**src/rtl/multicycle_control.sv**
```systemverilog
// ---------------------------------------------------------------------------
// multicycle_control
//   Control unit for a classic multicycle MIPS-style datapath. A registered
//   state machine walks each instruction through fetch, decode and its
//   execution states, and drives the datapath strobes and mux selects from
//   the registered state and wait counter only.
//
//   Memory states (FETCH, MEM_READ, MEM_WRITE) are stretched by MEM_WAIT
//   extra cycles using a 4-bit wait counter that clears on every state change.
//
// Parameters
//   MEM_WAIT   extra wait cycles per memory access state (0..15)
//   OPC_W      opcode width; only the low 6 bits decode, upper bits must be 0
//
// Ports
//   clk          rising-edge clock
//   reset        asynchronous active-high reset
//   opCode       opcode field from the instruction register
//   PCWriteCond, PCWrite, IorD, MemRead, MemWrite, MemtoReg, IRWrite,
//   ALUSrcA, RegWrite, RegDst            1-bit datapath control strobes
//   PCSource, ALUOp, ALUSrcB             2-bit mux / ALU selects
//   illegal_op   sticky flag, set when DECODE sees an undecoded opcode
//   state        current state code (debug)
// ---------------------------------------------------------------------------
module multicycle_control #(
   parameter int MEM_WAIT = 0,
   parameter int OPC_W    = 6
) (
   input  logic             clk,
   input  logic             reset,
   input  logic [OPC_W-1:0] opCode,
   output logic             PCWriteCond,
   output logic             PCWrite,
   output logic             IorD,
   output logic             MemRead,
   output logic             MemWrite,
   output logic             MemtoReg,
   output logic             IRWrite,
   output logic             ALUSrcA,
   output logic             RegWrite,
   output logic             RegDst,
   output logic [1:0]       PCSource,
   output logic [1:0]       ALUOp,
   output logic [1:0]       ALUSrcB,
   output logic             illegal_op,
   output logic [3:0]       state
);

   typedef enum logic [3:0] {
      S_FETCH     = 4'd0,
      S_DECODE    = 4'd1,
      S_MEM_ADDR  = 4'd2,
      S_MEM_READ  = 4'd3,
      S_MEM_WB    = 4'd4,
      S_MEM_WRITE = 4'd5,
      S_EXECUTE   = 4'd6,
      S_R_WB      = 4'd7,
      S_BRANCH    = 4'd8,
      S_JUMP      = 4'd9,
      S_ADDI_EX   = 4'd10,
      S_ADDI_WB   = 4'd11
   } state_t;

   localparam logic [3:0] WAIT_LAST = 4'(MEM_WAIT);

   localparam logic [5:0] OP_RTYPE = 6'b000000;
   localparam logic [5:0] OP_LW    = 6'b100011;
   localparam logic [5:0] OP_SW    = 6'b101011;
   localparam logic [5:0] OP_BEQ   = 6'b000100;
   localparam logic [5:0] OP_J     = 6'b000010;
   localparam logic [5:0] OP_ADDI  = 6'b001000;

   state_t      r_state;
   state_t      w_next;
   logic [3:0]  r_wait;
   logic        r_illegal;
   logic        w_set_illegal;
   logic        w_opc_hi_zero;
   logic [5:0]  w_op;
   logic        w_mem_done;

   logic        w_pc_write_cond;
   logic        w_pc_write;
   logic        w_iord;
   logic        w_mem_read;
   logic        w_mem_write;
   logic        w_mem_to_reg;
   logic        w_ir_write;
   logic        w_alu_src_a;
   logic        w_reg_write;
   logic        w_reg_dst;
   logic [1:0]  w_pc_source;
   logic [1:0]  w_alu_op;
   logic [1:0]  w_alu_src_b;

   // An opcode with any bit set above bit 5 never decodes.
   assign w_opc_hi_zero = ((opCode >> 6) == '0);
   assign w_op          = opCode[5:0];

   // In non-memory states the counter is always 0, so this is also the
   // "final cycle" indicator for FETCH.
   assign w_mem_done = (r_wait == WAIT_LAST);

   // State register, wait counter and sticky illegal flag.
   always_ff @(posedge clk or posedge reset) begin
      if (reset) begin
         r_state   <= S_FETCH;
         r_wait    <= '0;
         r_illegal <= 1'b0;
      end else begin
         r_state <= w_next;
         r_wait  <= (w_next != r_state) ? 4'd0 : r_wait + 4'd1;
         if (w_set_illegal) begin
            r_illegal <= 1'b1;
         end
      end
   end

   // Next-state logic: the only place opCode is consulted.
   always_comb begin
      w_next        = r_state;
      w_set_illegal = 1'b0;
      case (r_state)
         S_FETCH: begin
            if (w_mem_done) w_next = S_DECODE;
         end
         S_DECODE: begin
            w_next = S_FETCH;
            if (!w_opc_hi_zero) begin
               w_set_illegal = 1'b1;
            end else begin
               case (w_op)
                  OP_RTYPE:     w_next = S_EXECUTE;
                  OP_LW, OP_SW: w_next = S_MEM_ADDR;
                  OP_BEQ:       w_next = S_BRANCH;
                  OP_J:         w_next = S_JUMP;
                  OP_ADDI:      w_next = S_ADDI_EX;
                  default:      w_set_illegal = 1'b1;
               endcase
            end
         end
         // Only lw and sw reach MEM_ADDR, so anything but sw is a load.
         S_MEM_ADDR:  w_next = (w_op == OP_SW && w_opc_hi_zero) ? S_MEM_WRITE : S_MEM_READ;
         S_MEM_READ: begin
            if (w_mem_done) w_next = S_MEM_WB;
         end
         S_MEM_WRITE: begin
            if (w_mem_done) w_next = S_FETCH;
         end
         S_EXECUTE:   w_next = S_R_WB;
         S_ADDI_EX:   w_next = S_ADDI_WB;
         S_MEM_WB,
         S_R_WB,
         S_BRANCH,
         S_JUMP,
         S_ADDI_WB:   w_next = S_FETCH;
         default:     w_next = S_FETCH;
      endcase
   end

   // Output decode from registered state and counter only.
   always_comb begin
      w_pc_write_cond = 1'b0;
      w_pc_write      = 1'b0;
      w_iord          = 1'b0;
      w_mem_read      = 1'b0;
      w_mem_write     = 1'b0;
      w_mem_to_reg    = 1'b0;
      w_ir_write      = 1'b0;
      w_alu_src_a     = 1'b0;
      w_reg_write     = 1'b0;
      w_reg_dst       = 1'b0;
      w_pc_source     = 2'b00;
      w_alu_op        = 2'b00;
      w_alu_src_b     = 2'b00;
      case (r_state)
         S_FETCH: begin
            w_mem_read  = 1'b1;
            w_alu_src_b = 2'b01;
            // One IR load and one PC increment, on the last fetch cycle.
            w_ir_write  = w_mem_done;
            w_pc_write  = w_mem_done;
         end
         S_DECODE: begin
            w_alu_src_b = 2'b11;
         end
         S_MEM_ADDR, S_ADDI_EX: begin
            w_alu_src_a = 1'b1;
            w_alu_src_b = 2'b10;
         end
         S_MEM_READ: begin
            w_mem_read = 1'b1;
            w_iord     = 1'b1;
         end
         S_MEM_WRITE: begin
            w_mem_write = 1'b1;
            w_iord      = 1'b1;
         end
         S_MEM_WB: begin
            w_reg_write  = 1'b1;
            w_mem_to_reg = 1'b1;
         end
         S_EXECUTE: begin
            w_alu_src_a = 1'b1;
            w_alu_op    = 2'b10;
         end
         S_R_WB: begin
            w_reg_write = 1'b1;
            w_reg_dst   = 1'b1;
         end
         S_ADDI_WB: begin
            w_reg_write = 1'b1;
         end
         S_BRANCH: begin
            w_alu_src_a     = 1'b1;
            w_alu_op        = 2'b01;
            w_pc_write_cond = 1'b1;
            w_pc_source     = 2'b01;
         end
         S_JUMP: begin
            w_pc_write  = 1'b1;
            w_pc_source = 2'b10;
         end
         default: ;
      endcase
   end

   // Reset forces the machine into FETCH, whose final cycle would otherwise
   // strobe IRWrite/PCWrite when MEM_WAIT is 0; masking every write strobe
   // with reset keeps all architectural state untouched while it is held.
   assign PCWriteCond = w_pc_write_cond & ~reset;
   assign PCWrite     = w_pc_write      & ~reset;
   assign MemWrite    = w_mem_write     & ~reset;
   assign IRWrite     = w_ir_write      & ~reset;
   assign RegWrite    = w_reg_write     & ~reset;

   assign IorD        = w_iord;
   assign MemRead     = w_mem_read;
   assign MemtoReg    = w_mem_to_reg;
   assign ALUSrcA     = w_alu_src_a;
   assign RegDst      = w_reg_dst;
   assign PCSource    = w_pc_source;
   assign ALUOp       = w_alu_op;
   assign ALUSrcB     = w_alu_src_b;
   assign illegal_op  = r_illegal;
   assign state       = r_state;

endmodule

```
**config.mk**
```make
export PLATFORM = sky130hd
export DESIGN_NAME = multicycle_control
export DESIGN_NICKNAME = d
export VERILOG_FILES = /design/src/rtl/multicycle_control.sv
export SDC_FILE = /design/constraint.sdc
export NUM_CORES = 1
export LEC_CHECK = 0
export CAP_MARGIN = 40
export CORE_MARGIN = 3
export CORE_UTILIZATION = 25
export DETAILED_ROUTE_END_ITERATION = 8
export SLEW_MARGIN = 20
export SYNTH_ARGS = -nofsm -noshare
export SYNTH_HDL_FRONTEND = slang
export SYNTH_SLANG_ARGS = --single-unit
```
**constraint.sdc**
```tcl
create_clock -name clk -period 1.95 [get_ports clk]
set_input_delay 0.39 -clock clk [delete_from_list [all_inputs] [get_ports clk]]
set_output_delay 0.39 -clock clk [all_outputs]
set_load 0.005 [all_outputs]
```
# ---- After elaboration in Yosys (flattened, before gate mapping)
# Index checks and enable logic that the tools add are counted.
# Widths: inputs -> output; s select.
dict set report totals {
  out_inout_bits 21
  regBits 9
  mem_bits_rw 0
  elab_cells 59
  mem_bits_ro 0
  inputBits 8
  mem_count 0
  latch_bits 0
}
dict set report classes {
  n_div 0
  multipliers 0
  bitwise_logic 6
  mux 22
  n_eq_ne 17
  n_addsub 1
  reduce_logical 10
  order_cmp 0
  n_shift 0
}
# op count
set op_table {}
lappend op_table {{$pmux 4 s7} 1}
lappend op_table {{$pmux 4 s5} 1}
lappend op_table {{$eq 4x3->1 const B} 4}
lappend op_table {{$eq 4x4->1 const B} 4}
lappend op_table {{$mux 4} 4}
lappend op_table {{$eq 6x6->1 const B} 2}
lappend op_table {{$mux 1} 11}
lappend op_table {{$eq 4x2->1 const B} 2}
lappend op_table {{$logic_not 4->1} 2}
lappend op_table {{$pmux 2 s2} 2}
lappend op_table {{$reduce_or 2->1} 4}
lappend op_table {{$eq 6x2->1 const B} 1}
lappend op_table {{$eq 6x3->1 const B} 1}
lappend op_table {{$eq 6x4->1 const B} 1}
lappend op_table {{$logic_not 6->1} 1}
lappend op_table {{$pmux 2 s3} 1}
lappend op_table {{$reduce_or 6->1} 1}
lappend op_table {{$and 1x1->1} 5}
lappend op_table {{$add 4x1->4 const B} 1}
lappend op_table {{$eq 4x1->1 const B} 1}
lappend op_table {{$ne 4x4->1} 1}
lappend op_table {{$reduce_or 4->1} 1}
lappend op_table {{$mux 3} 1}
lappend op_table {{$reduce_or 3->1} 1}
lappend op_table {{other kinds (2)} 2}

# ---- Longest topological paths before layout
dict set report depth {
  ltp_word 6
  ltp_mapped 8
  ltp_nobuf 7
}

# ---- Worst setup path after synthesis
# OpenSTA, ideal clock, no wires.
dict set report synth_timing {
  kind {register to output}
  startpoint {register r_wait[0]}
  endpoint {output port PCWrite}
  t_required_ns 1.560
  path_buffers 0
  t_arrival_ns 1.412
  setup_slack_ns 0.148
  path_stages_with_launch 6
  path_cell_list {dfrtp_1 inv_1 ha_1 nor3b_1 nand2_1 a2111oi_0}
}
dict set report synth_via {
  elab_chain_cells 3
}
# item line
set synth_lines {}
lappend synth_lines {{from (decl)} 75} ;# logic [3:0] r_wait;
lappend synth_lines {{from (signal assigned)} 112} ;# r_wait <= (w_next != r_state) ? 4'd0 : r_wait + 4'd1;
lappend synth_lines {{$logic_not 4->1} 102} ;# assign w_mem_done = (r_wait == WAIT_LAST);
lappend synth_lines {{$pmux 1 s2} 176} ;# case (r_state)
lappend synth_lines {{$and 1x1->1} 232} ;# assign PCWrite = w_pc_write & ~reset;
lappend synth_lines {{to (decl)} 33} ;# output logic PCWrite,
# No other way between the ends.

# ---- Final worst setup path
# Same ends and word-level chain as after synthesis.

==> impl_metrics.toml <==
[outcome]
status = "finished with violations"
failed_checks = "setup timing"

[yosys]
synth_edf_count = 0
yosys_warnings = 0
synthDistinctLibCells = 42
async_flop_share_pct = 100
seq_area_frac_synth_pct = 27.6
avgSynthCellArea_um2 = 8.08
dominantRegCellSynth = "dfrtp_1"
mappedNetlistArea_um2 = 816
synth_cells = 101
synth-seq-cells = 9
synth_nets = 111

[sta]
finalSetupTns_ns = -0.0727
timing_worst_slew_pin_value_ns = 0.365
relSlewSlack_pct = 75.5
post-route-period-util_pct = 104
fmax_mhz = 494
setup_violations = 1
finalMaxSlewViolations = 0
setup_ws_ns = -0.0727
rsz0062_at_grt = "true"
fin_crit_ns = 2.02
skew_ns = 0.00302
hold_violations = 0

[critical_path]
crit_start = "r_wait[0]"
critPathArrivalTime_ns = 1.63
cp.required_ns = 1.56
cp-end-kind = "primary output"
timing.rr.start = "r_wait[0]"
start_kind = "register"
critPathKind = "register to primary output"
crit_fanout = 2

[floorplanning]
rows = 20
core_um2 = 3080
die_y_um = 63.1
initial_core_util_pct = 26.5
die_area_um2 = 3980
ios = 29
fp.dieW_um = 63.1

[finish]
layout_commonest_cell = "buf_4"
num_antenna_cells = 0
area_growth_pct = 91.6
fillers = 316
layout_common_cells = "buf_4 (47), clkdlybuf4s50_1 (12), dlygate4sd2_1 (12)"
drive_above_1_share_pct = 46.6
final_area_um2 = 1560
layout.nets = 185

[clocking]
cts_buffers = 3
cts_tree = "built"
clk_latency_ns = 0.25
cts_max_level = 1
cts_hold_buf = 0
cts-root-buf = "clkbuf_4"
clk_pin_slew_ns = 0.06
clock_path_buffers = 2
clock-sinks = 9

[detailed_routing]
detail-route-antenna-nets = 0
drt-total-wl_mm = 2.82
wl_met3_um = 116
wl_met1_mm = 1.21
vias = 1038
drt_iter0_markers = 29
wl_per_cell_um = 12.9
top_layer = "met4"
drt-pass1-iter-count = 4
wl_met2_mm = 1.48
routed_via_density = 4.76
drc_errors = 0

[placed_design]
gp_congestion = 0.797
port_buffers = 28
placed_cell_area_um2 = 1410
dp_hpwl_mm = 2.13

[pwr]
swShare_pct = 38.6
p_sw_mw = 0.515
p_seq_share_pct = 17.3
power_frac_comb_pct = 72.1
p_per_area_nw_per_um2 = 854
power.leakage_nw = 0.742
vdd_drop_max_mv = 0.264
p_int_mw = 0.818
clock_power_share_pct = 10.6

[global_routing]
grt_max_degree = 13
antenna_found_initial = 0
grt_pass1_vias = 1059
grt_pass1_wl_mm = 4.65
grt_overflow_total = 0
track_usage_pct = 14.1

[job]
maxCapViolations = 0

[worst_hold_path]
hp-start = "illegal_op"
hp-class = "register to register"
[state kept, by name, summed over array words and instances (netlist names)]
signal,cells
r_wait,4
state,4
illegal_op,1
[per-layer routing]
metal	global-route usage, %	up-vias
met4	2.48	0
li1	-	519
met1	17.4	490
met3	1.43	2
met2	26.4	27
met5	0	-
[synthesized netlist by cell type (3+ instances only)]
cell       n  area, um^2
a211oi_1   5        37.5
clkbuf_1   3        11.3
dfrtp_1    9         225
inv_1      6        22.5
nand2_1    8        30.0
nand3_1    3        15.0
nor2_1    10        37.5
nor3_1     9        45.0
nor3b_1    3        22.5
nor4_1     3        18.8
o21ai_0    3        15.0
[layout make-up]
class	count	area, um^2	area share, %
well taps	44	55.1	3.52
repair buffers	77	629	40.3
multi-input cells	78	603	38.6
clock buffers	4	26.3	1.68
inverters	6	22.5	1.44
flip-flops and latches	9	226	14.5
[power groups by stage]
stage | clock, mW | combinational (mW) | sequential, mW
finish | 0.141 | 0.962 | 0.230
global route | 0.156 | 1.03 | 0.232
CTS | 0.147 | 0.918 | 0.230
detailed placement | 0 | 0.837 | 0.239
global placement | 0 | 0.822 | 0.239
floorplan | 0 | 0.375 | 0.229
[path summary, 6_finish.rpt]
| check | end | slack (ns) | cells after the start |
|---|---|---|---|
| max in group asynchronous | state[2] | 0.93 | 3 |
| setup / recovery | PCWrite | -0.07 | 6 |
| setup reg to reg | r_wait[1] | 0.08 | 6 |
| hold / removal | illegal_op | 0.47 | 1 |
| min in group asynchronous | illegal_op | 0.73 | 3 |
| hold reg to reg | illegal_op | 0.47 | 1 |
[cell families (layout without fill, tap and decap cells)]
family	count (synthesis)	count (layout)	share of synthesized area [%]
AOI/OAI and AO/OA	25	25	25.6
and+or+nand+nor	46	46	29.9
muxes	1	1	1.38
xor gates and xnor gates	4	4	4.30
adders and majority gates	2	2	3.07
DFF	9	9	27.6
buffers and inverters	14	87	8.13
[worst max-delay path, stage by stage, from the launching register on]
cell,delay [ns]
dfrtp_1,0.38
inv_1,0.07
ha_2,0.16
nor3b_4,0.21
nand2_2,0.09
a2111oi_2,0.30
buf_2,0.17
[through the flow]
step	instances	setup WS (ns)	power (mW)	hold slack (ns)	util, %
after floorplan	101	0.148	0.604	0.218	-
after global placement	203	-0.236	1.06	0.470	45.7
after detailed placement	203	-0.364	1.08	0.466	45.7
after CTS	216	-0.0590	1.29	0.485	49.5
after global routing	218	-0.179	1.42	0.513	50.8
final	218	-0.0727	1.33	0.475	50.8
[what timing repair did]
item,4_1_cts,5_1_grt
endpoints found under the setup margin,16,10
pin swaps,3,5
hold endpoints to repair,0,0
setup buffers,10,3
gates cloned,0,0
gates resized for setup,36,11
No activity file was read; power rests on OpenSTA's default activity.
